--- src/rtl/multiplier_taint_pkg.sv ---
// Shared types and helpers for the taint-tracking shift-add multiplier controller.
package multiplier_taint_pkg;

  typedef enum logic [2:0] {
    S_IDLE  = 3'd0,
    S_LOAD  = 3'd1,
    S_ADD   = 3'd2,
    S_SHIFT = 3'd3,
    S_DONE  = 3'd4
  } state_e;

  function automatic int idx_w(input int width);
    return (width < 2) ? 1 : $clog2(width);
  endfunction

  function automatic logic taint_or(input logic a, input logic b);
    return a | b;
  endfunction

endpackage

--- src/rtl/mult_iter_counter.sv ---
// Bit-index counter for the multiplier controller: clear, increment, and a
// terminal flag that is high while the index sits on the last operand bit.
module mult_iter_counter
  import multiplier_taint_pkg::*;
#(
  parameter int WIDTH = 1024,
  localparam int IDX_W = idx_w(WIDTH)
) (
  input  logic             clk,
  input  logic             rst_n,
  input  logic             clr,
  input  logic             inc,
  output logic [IDX_W-1:0] idx,
  output logic             last
);

  logic [IDX_W-1:0] idx_q, idx_d;

  always_comb begin
    idx_d = idx_q;
    if (clr) begin
      idx_d = '0;
    end else if (inc) begin
      idx_d = idx_q + 1'b1;
    end
  end

  always_ff @(posedge clk or negedge rst_n) begin
    if (!rst_n) begin
      idx_q <= '0;
    end else begin
      idx_q <= idx_d;
    end
  end

  assign idx  = idx_q;
  assign last = (idx_q == IDX_W'(WIDTH - 1));

endmodule

--- src/rtl/multiplier_controller_taint_track.sv ---
// Control FSM for the shift-add multiplier with a 1-bit taint shadow on every output.
// Define MULT_CTRL_CONST_TIME_EN for constant-time operation (ADD always followed by SHIFT).
module multiplier_controller_taint_track
  import multiplier_taint_pkg::*;
#(
  parameter int WIDTH = 1024
) (
  input  logic             clk,
  input  logic             rst_n,
  input  logic             start,
  input  logic             start_t,
  input  logic [WIDTH-1:0] multiplierReg,
  input  logic             multiplierReg_t,
  output logic             mrld,
  output logic             mdld,
  output logic             rsclear,
  output logic             rsload,
  output logic             rsshr,
  output logic             mrld_t,
  output logic             mdld_t,
  output logic             rsclear_t,
  output logic             rsload_t,
  output logic             rsshr_t,
  output logic             busy,
  output logic             busy_t,
  output logic             done,
  output logic             done_t,
  output state_e           dbg_state
);

  localparam int IDX_W = idx_w(WIDTH);

  state_e           state_q, state_d;
  logic             state_t_q, state_t_d;
  logic             cnt_clr, cnt_inc, last;
  logic [IDX_W-1:0] idx;
  logic             mr_bit, data_t;

  mult_iter_counter #(.WIDTH(WIDTH)) u_cnt (
    .clk   (clk),
    .rst_n (rst_n),
    .clr   (cnt_clr),
    .inc   (cnt_inc),
    .idx   (idx),
    .last  (last)
  );

  assign mr_bit = multiplierReg[idx];
  assign data_t = taint_or(state_t_q, multiplierReg_t);

  always_comb begin
    state_d   = state_q;
    state_t_d = state_t_q;
    cnt_clr   = 1'b0;
    cnt_inc   = 1'b0;
    mrld      = 1'b0;
    mdld      = 1'b0;
    rsclear   = 1'b0;
    rsload    = 1'b0;
    rsshr     = 1'b0;
    rsload_t  = state_t_q;
    rsshr_t   = state_t_q;
    case (state_q)
      S_IDLE: begin
        // Whether we leave IDLE depends on start, so its taint becomes the control taint.
        state_t_d = start_t;
        if (start) state_d = S_LOAD;
      end
      S_LOAD: begin
        mrld    = 1'b1;
        mdld    = 1'b1;
        rsclear = 1'b1;
        cnt_clr = 1'b1;
        state_d = S_ADD;
      end
      S_ADD: begin
        rsload_t = data_t;
`ifdef MULT_CTRL_CONST_TIME_EN
        rsload  = mr_bit;
        state_d = S_SHIFT;
`else
        // Data-dependent timing: the multiplier taint leaks into control flow.
        rsshr_t   = data_t;
        state_t_d = data_t;
        if (mr_bit) begin
          rsload  = 1'b1;
          state_d = S_SHIFT;
        end else begin
          rsshr   = 1'b1;
          cnt_inc = 1'b1;
          state_d = last ? S_DONE : S_ADD;
        end
`endif
      end
      S_SHIFT: begin
        rsshr   = 1'b1;
        cnt_inc = 1'b1;
        state_d = last ? S_DONE : S_ADD;
      end
      S_DONE: begin
        state_d = S_IDLE;
      end
      default: begin
        state_d = S_IDLE;
      end
    endcase
  end

  always_ff @(posedge clk or negedge rst_n) begin
    if (!rst_n) begin
      state_q   <= S_IDLE;
      state_t_q <= 1'b0;
    end else begin
      state_q   <= state_d;
      state_t_q <= state_t_d;
    end
  end

  assign done      = (state_q == S_DONE);
  assign busy      = (state_q != S_IDLE);
  assign mrld_t    = state_t_q;
  assign mdld_t    = state_t_q;
  assign rsclear_t = state_t_q;
  assign busy_t    = state_t_q;
  assign done_t    = state_t_q;
  assign dbg_state = state_q;

endmodule

--- config.mk ---
export PLATFORM = sky130hd
export DESIGN_NAME = multiplier_controller_taint_track
export DESIGN_NICKNAME = d
export VERILOG_FILES = /design/src/rtl/multiplier_taint_pkg.sv /design/src/rtl/mult_iter_counter.sv /design/src/rtl/multiplier_controller_taint_track.sv
export SDC_FILE = /design/constraint.sdc
export NUM_CORES = 1
export LEC_CHECK = 0
export ABC_AREA = 1
export ABC_CLOCK_PERIOD_IN_PS = 6800
export CORE_AREA = 2 2 402 404
export CTS_CLUSTER_DIAMETER = 50
export CTS_CLUSTER_SIZE = 10
export DETAILED_ROUTE_END_ITERATION = 8
export DIE_AREA = 0 0 404 406
export PLACE_DENSITY = 0.33
export SETUP_SLACK_MARGIN = 0.1
export SYNTH_ARGS = -nofsm -noshare
export SYNTH_HDL_FRONTEND = slang
export SYNTH_SLANG_ARGS = --single-unit
--- constraint.sdc ---
create_clock -name clk -period 6.8 [get_ports clk]
set_input_delay 1.36 -clock clk [delete_from_list [all_inputs] [get_ports clk]]
set_output_delay 1.36 -clock clk [all_outputs]
set_load 0.01 [all_outputs]
==> parameters.txt, run 1 <==
Parameter                              Value

Status
  Run status    completed

Critical path
  Maximum fanout along the worst path    11
  Crit-path max cell delay    700 ps
  Kind of end point of the critical path    output pin
  Crit path launch type    primary input
  Required time reported for the critical path endpoint    5440 ps
  Critical path class    primary input to output pin
  Capture instance of the worst register-to-register path    u_cnt.idx[8]
  Standard cell with the maximum stage delay on the critical path    sky130_fd_sc_hd__clkdlybuf4s50_1
  R2R cell count    19
  List of cells traversed by the critical path    clkdlybuf4s50_1 > nor2_1 > nor2_1 > o21ai_1 > nand2_1 > nand2_1 > nand2_1 > nor2_1 > nand2_1 > nand3_1 > nand2_1 > nand2_1 > nand2_1 > nor2_1 > nand2_1 > nand3_2 > nand3_2 > nand2_1 > clkdlybuf4s50_1
  Data arrival time of the critical path    5000 ps
  Most numerous cell on the critical path    sky130_fd_sc_hd__nand2_1
  Reg-to-reg startpoint    u_cnt.idx[0]
  Setup slack on the worst flop-to-flop path    2530 ps

Timing
  Max-slew violation count    0
  Fmax    0.157 GHz
  Least-Margin Pin Slew    975 ps
  Final setup vio count    0
  Max-Slew Margin vs Limit    0.348
  Crit share post-route    0.935
  Setup repair after global routing missed its margin    false
  Final clock skew    around 3.6 ps
  Count of endpoints failing hold in the final timing report    0
  Sum of negative setup slack    0 ps
  Final critical delay including setup and external delays    around 6400 ps

Floorplan
  Die Y    406 um
  Chip width    404 um
  Area of the core    about 160,000 sq um
  Initial Utilization    0.0771
  Die area    164,000 sq um
  Number of placement rows    roughly 150
  Number of top-level pins    1,046

Clock tree
  CTS Hold Bufs    0
  CTS tree    yes
  Buffer cell driving the clock tree root    sky130_fd_sc_hd__clkbuf_16
  Total clock sinks    14
  Number of buffers on the longest clock path    2
  Number of H-tree levels    1
  Num CTS Buffers    3
  Worst-Skew Late Latency    approximately 260 ps
  Clock Pin Slew Worst Setup and Hold Paths    50 ps
  Number of buffers added for setup after CTS    0
  Post-CTS sizing    0

Yosys
  Post-synthesis instance total    2,755
  Cell variety after synth    28
  Register area share after synthesis    0.0285
  Flop and latch count out of synthesis    14
  Synth Warn #    0
  Synth Area per Inst    4.47 sq um
  Total nets after synthesis    3,785
  Post-Syn Area    12,300 sq um

Hold path
  WHS Path Cells    2
  Start point of the worst hold path    u_cnt.idx[9]
  Worst min-delay path class    flip-flop to flip-flop
  Endpoint, Worst Hold    u_cnt.idx[9]

Global route
  Via count of the first global-routing pass    approximately 21,000
  Global-route wire length before repair    181,000 um
  Largest net degree at the start of global routing    113
  Global Route Usage Sum    0.161
  Overall overflow remaining after global route    0
  Antenna violations before repair    41

Job
  Max-capacitance violation count    0

Detailed routing
  Length of routed met3 wiring    7040 um
  Routed WL per cell    between 20 and 25 um
  Total wirelength of the detailed-routed design    140,000 um
  WL met1    54,300 um
  Vias per Instance    3.61
  Remaining routing DRC violations    0
  Top sig layer    met5
  DRT Pass-1 Iters    5
  Total number of vias    20,800
  Met2 Wirelength    between 70,000 and 80,000 um
  Number of routed nets with antenna violations    0
  Drt initial violations    1,231

Placed design
  Sum of net half-perimeters after detailed placement    115,000 um
  Last weighted congestion value of the routability-driven placer    0.867
  Buffers added on ports    1,045

Cells and area
  Share of layout cells above drive strength 1    0.0271
  Synth-to-layout area growth    104%
  Final core utilization    0.157
  Commonest cells after routing, fill and taps aside    sky130_fd_sc_hd__clkdlybuf4s50_1 (1,045), sky130_fd_sc_hd__nand2_1 (911), sky130_fd_sc_hd__nor2_1 (591)
  Most common cell after layout, fill and taps aside    sky130_fd_sc_hd__clkdlybuf4s50_1
  Net count, final    4,688

Power
  Total power density per cell area    approximately 300 nW/um^2
  Total leakage power    10.7 nW
  Max VDD drop    0.178 mV
-- synthesized netlist by cell type --
library cell / n / area share
sky130_fd_sc_hd__a21o_1: 1 / 0.00061
sky130_fd_sc_hd__a21oi_1: 46 / 0.019
sky130_fd_sc_hd__a22oi_1: 5 / 0.0031
sky130_fd_sc_hd__buf_1: 13 / 0.0040
sky130_fd_sc_hd__buf_2: 88 / 0.036
sky130_fd_sc_hd__buf_4: 54 / 0.033
sky130_fd_sc_hd__buf_6: 20 / 0.018
sky130_fd_sc_hd__clkbuf_1: 45 / 0.014
sky130_fd_sc_hd__clkinv_1: 7 / 0.0021
sky130_fd_sc_hd__dfrtp_1: 14 / 0.028
sky130_fd_sc_hd__ha_1: 1 / 0.0010
sky130_fd_sc_hd__inv_1: 244 / 0.074
sky130_fd_sc_hd__inv_2: 4 / 0.0012
sky130_fd_sc_hd__mux2i_1: 2 / 0.0016
sky130_fd_sc_hd__nand2_1: 912 / 0.28
sky130_fd_sc_hd__nand3_1: 272 / 0.11
sky130_fd_sc_hd__nand3_2: 2 / 0.0016
sky130_fd_sc_hd__nand4_1: 10 / 0.0051
sky130_fd_sc_hd__nor2_1: 592 / 0.18
sky130_fd_sc_hd__nor2_2: 1 / 0.00051
sky130_fd_sc_hd__nor3_1: 3 / 0.0012
sky130_fd_sc_hd__nor4_1: 1 / 0.00051
sky130_fd_sc_hd__o211ai_1: 58 / 0.035
sky130_fd_sc_hd__o21ai_0: 269 / 0.11
sky130_fd_sc_hd__o21ai_1: 69 / 0.028
sky130_fd_sc_hd__o22ai_1: 9 / 0.0046
sky130_fd_sc_hd__or2_2: 5 / 0.0025
sky130_fd_sc_hd__xor2_1: 8 / 0.0057
-- report_power, final --
part	leakage (nW)	total, mW	internal (mW)	switching [mW]
clock	0.0443	0.132	0.0897	0.0422
sequential	0.172	0.242	0.106	0.136
combinational	10.5	7.26	2.30	4.96
-- routing by layer --
layer	vias up	GRT usage
li1	10500	-
met1	9511	0.177
met2	686	0.317
met3	97	0.0273
met4	10	0.0355
met5	-	0
-- per-stage QoR --
stage | instance area, sq um | worst slack (ps) | power (mW) | hold WS, ps | std cells
after floorplan | 12300 | 2790 | 4.16 | 513 | 2755
after global placement | 24900 | 287 | 7.93 | 560 | 5739
after detailed placement | 24900 | 355 | 7.90 | 567 | 5739
after CTS | 25000 | 268 | 8.05 | 581 | 5743
after global routing | 25000 | 190 | 8.50 | 616 | 5752
final | 25100 | 443 | 7.63 | 587 | 5758
-- logic make-up (layout without fill, tap and decap cells) --
| logic type | count (synthesis) | in the layout | synth area share |
|---|---|---|---|
| other cells | 0 | 15 | 0 |
| flops | 14 | 14 | 0.0285 |
| simple gates | 1798 | 1798 | 0.581 |
| mux | 2 | 2 | 0.00163 |
| compound gates | 457 | 457 | 0.200 |
| xor+xnor | 8 | 8 | 0.00569 |
| fa+ha+maj | 1 | 1 | 0.00102 |
| buf+inv | 475 | 1377 | 0.183 |
-- cell type report --
type	instances	area (sq um)
sequential	14	363
timing repair buffer	1118	11300
fill	18900	135000
clock buffer	4	88.8
antenna	15	37.5
tap	2086	2610
multi-input combinational	2266	9720
inverter	255	980
-- critical path, delay by kind of cell --
| kind | cells | cell delay (ps) |
|---|---|---|
| AOI/OAI and AO/OA | 1 | 80 |
| buffers and inverters | 2 | 1110 |
| and+or+nand+nor | 16 | 2440 |
-- state kept, by name (all words and copies together) (netlist names) --
| name | flops |
|---|---|
| u_cnt.idx | 10 |
| dbg_state | 3 |
| busy_t | 1 |
-- how the worst max path moves through the flow --
stage | cells past startpoint | slack [ps] | end | start
after floorplan | 17 | 2790 | rsshr | multiplierReg[456]
after global placement | 17 | 290 | rsshr | multiplierReg[591]
after detailed placement | 19 | 360 | rsshr | multiplierReg[478]
after CTS | 18 | 270 | rsshr | u_cnt.idx[0]
after global routing | 18 | 190 | rsshr | u_cnt.idx[0]
final | 19 | 440 | rsshr | multiplierReg[478]
No activity file was read; power rests on OpenSTA's default activity.
==> run 2, diff against run 1 <==
--- a/config.mk
+++ b/config.mk
@@ -7,12 +7,15 @@
 export LEC_CHECK = 0
 export ABC_AREA = 1
 export ABC_CLOCK_PERIOD_IN_PS = 6800
+export CELL_PAD_IN_SITES_DETAIL_PLACEMENT = 1
+export CELL_PAD_IN_SITES_GLOBAL_PLACEMENT = 1
 export CORE_AREA = 2 2 402 404
 export CTS_CLUSTER_DIAMETER = 50
 export CTS_CLUSTER_SIZE = 10
 export DETAILED_ROUTE_END_ITERATION = 8
 export DIE_AREA = 0 0 404 406
-export PLACE_DENSITY = 0.33
+export GPL_TIMING_DRIVEN = 0
+export PLACE_DENSITY = 0.46
 export SETUP_SLACK_MARGIN = 0.1
 export SYNTH_ARGS = -nofsm -noshare
 export SYNTH_HDL_FRONTEND = slang
==> run 2 against run 1 <==
Effect of this change:
- largest power group unchanged
- routed wire length increased by 51%
- power increased by 37%
- sequential power decreased by 51%
- highest routed layer unchanged
==> parameters.txt, run 2 (same netlist as run 1, synthesis figures left out) <==
Parameter                              Value

Cells and area
  Net count, final    4,839 (was 4,688)
  Most common cell after layout, fill and taps aside    sky130_fd_sc_hd__clkdlybuf4s50_1 (unchanged)
  Synth-to-layout area growth    108% (was 104%)
  Number of flip-flops under the largest register name    10 (unchanged)
  Share of layout cells above drive strength 1    0.0507 (was 0.0271)
  Commonest cells after routing, fill and taps aside    sky130_fd_sc_hd__clkdlybuf4s50_1 (1,045), sky130_fd_sc_hd__nand2_1 (912), sky130_fd_sc_hd__nor2_1 (592) (was sky130_fd_sc_hd__clkdlybuf4s50_1 (1,045), sky130_fd_sc_hd__nand2_1 (911), sky130_fd_sc_hd__nor2_1 (591))

Clock tree
  Number of buffers on the longest clock path    2 (unchanged)
  Number of buffers added for setup after CTS    0 (unchanged)
  CTS tree    yes (unchanged)
  Buffer cell driving the clock tree root    sky130_fd_sc_hd__clkbuf_16 (unchanged)
  Clock Pin Slew Worst Setup and Hold Paths    50 ps (about the same)
  Worst-Skew Late Latency    250 ps (was 260 ps)
  Number of H-tree levels    1 (unchanged)
  Total clock sinks    14 (unchanged)
  Num CTS Buffers    3 (unchanged)

Global route
  Global-route wire length before repair    260,000 um (was 181,000 um)
  Largest net degree at the start of global routing    15 (was 113)
  Overall overflow remaining after global route    0 (unchanged)
  GR met2 Demand/Resource    0.483 (was 0.317)
  Antenna violations before repair    68 (was 41)
  Layer carrying the most global-route usage    met2 (unchanged)
  Routing usage on met1    0.287 (was 0.177)
  GR Util met3    0.0280 (was 0.0273)
  Global Route Usage Sum    0.247 (was 0.161)
  Via count of the first global-routing pass    24,300 (was 21,300)

Timing
  Sum of negative setup slack    0 ps (unchanged)
  Final clock skew    3.10 ps (was 3.57 ps)
  Max-Slew Margin vs Limit    0.136 (was 0.348)
  Max-slew violation count    0 (unchanged)
  Final critical delay including setup and external delays    6560 ps (was 6360 ps)
  Count of endpoints failing hold in the final timing report    0 (unchanged)
  Post-route worst hold slack    589 ps (was 587 ps)
  Crit share post-route    0.965 (was 0.935)
  Final setup vio count    0 (unchanged)
  Setup repair after global routing missed its margin    false (unchanged)
  Least-Margin Pin Slew    1300 ps (was 975 ps)
  Fmax    0.152 GHz (was 0.157 GHz)

Status
  Run status    completed (unchanged)

Detailed routing
  Total wirelength of the detailed-routed design    211,000 um (was 140,000 um)
  DRT Pass-1 Iters    8 (was 5)
  Routed WL per cell    35.6 um (was 24.3 um)
  Number of routed nets with antenna violations    0 (unchanged)
  Drt initial violations    1,604 (was 1,231)
  Vias per Instance    3.91 (was 3.61)
  Remaining routing DRC violations    0 (unchanged)
  Total number of vias    23,200 (was 20,800)

Placed design
  Sum of net half-perimeters after detailed placement    176,000 um (was 115,000 um)
  Buffers added on ports    1,045 (unchanged)
  Last weighted congestion value of the routability-driven placer    0.847 (was 0.867)

Critical path
  Critical path class    flip-flop to output pin (was primary input to output pin)
  Data arrival time of the critical path    5200 ps (was 5000 ps)
  Maximum fanout along the worst path    10 (was 11)
  Crit path launch type    flip-flop (was primary input)
  Required time reported for the critical path endpoint    5440 ps (about the same)
  Kind of end point of the critical path    output pin (unchanged)

Floorplan
  Number of placement rows    147 (unchanged)
  Chip width    404 um (unchanged)
  Die Y    406 um (unchanged)
  Number of top-level pins    1,046 (unchanged)
  Die area    164,000 sq um (unchanged)
  Initial Utilization    0.0771 (unchanged)
  Area of the core    160,000 sq um (unchanged)

Job
  Max-capacitance violation count    0 (unchanged)

Power
  Total leakage power    11.1 nW (was 10.7 nW)
  Max VDD drop    0.191 mV (was 0.178 mV)
  Total power density per cell area    406 nW/um^2 (was 305 nW/um^2)

Hold path
  Worst min-delay path class    flip-flop to flip-flop (unchanged)
==> run 2: final timing paths <==
check,start,end,slack [ps],cells past startpoint
max in group asynchronous,rst_n,u_cnt.idx[6],4780,1
min in group asynchronous,rst_n,busy_t,1540,1
worst max-delay path,u_cnt.idx[1],rsshr,240,21
worst max register to register,u_cnt.idx[1],u_cnt.idx[2],2150,18
worst min-delay path,u_cnt.idx[9],u_cnt.idx[9],590,2
worst min register to register,u_cnt.idx[9],u_cnt.idx[9],590,2
==> run 2: per-stage QoR <==
stage          worst slack (ps)  cell area [sq um]  cells  power [mW]  utilization
6_report                    238              25600   5923        10.4        0.161
5_1_grt                     118              25600   5901        11.1        0.160
4_1_cts                     144              25600   5894        10.8        0.160
3_5_place_dp                165              25500   5890        10.6        0.160
3_3_place_gp                145              25400   5886        10.6        0.159
2_1_floorplan              2790              12300   2755        4.16            -
==> run 2: area by class of cell <==
| class | instances | area (sq um) |
|---|---|---|
| Tap cell | 2086 | 2610 |
| Antenna cell | 29 | 72.6 |
| Timing Repair Buffer | 1049 | 10600 |
| Buffer | 220 | 1310 |
| Sequential cell | 14 | 350 |
| Inverter | 255 | 957 |
| Fill cell | 20000 | 134000 |
| Multi-Input combinational cell | 2266 | 9710 |
| Clock buffer | 4 | 88.8 |
==> run 2: timing repair <==
item | CTS | global route
gates resized for setup | 1 | 1
endpoints found under the setup margin | 1 | 1
hold buffers | 0 | 0
endpoints found under the hold margin | 0 | 0
pin swaps | 0 | 0
==> run 2: critical path, cell delays in order (launching register included) <==
cell	delay (ps)
sky130_fd_sc_hd__dfrtp_1	350
sky130_fd_sc_hd__buf_2	400
sky130_fd_sc_hd__buf_4	310
sky130_fd_sc_hd__buf_2	670
sky130_fd_sc_hd__nor2_1	290
sky130_fd_sc_hd__o21ai_0	150
sky130_fd_sc_hd__nand2_1	100
sky130_fd_sc_hd__nand2_1	80
sky130_fd_sc_hd__nand2_1	60
sky130_fd_sc_hd__nor2_1	490
sky130_fd_sc_hd__nand2_1	170
sky130_fd_sc_hd__nand3_1	310
sky130_fd_sc_hd__nand2_1	100
sky130_fd_sc_hd__nand3_1	90
sky130_fd_sc_hd__nand2_1	80
sky130_fd_sc_hd__nand2_1	70
sky130_fd_sc_hd__nand2_1	110
sky130_fd_sc_hd__inv_2	90
sky130_fd_sc_hd__nand3_2	80
sky130_fd_sc_hd__nand2_1	130
sky130_fd_sc_hd__buf_6	160
sky130_fd_sc_hd__clkdlybuf4s50_1	630
==> run 2: layer usage <==
metal | part of all wire | wire [um]
met4 | 0.017 | 3630
met2 | 0.54 | 113000
met3 | 0.048 | 10100
met5 | 0.00025 | 53
met1 | 0.40 | 83800
==> run 2: where the power goes <==
part           internal [mW]  switching, mW  total [mW]  leakage [nW]
sequential             0.101         0.0177       0.119         0.177
combinational           2.45           7.73        10.2          10.9
clock                 0.0896         0.0406       0.130        0.0443
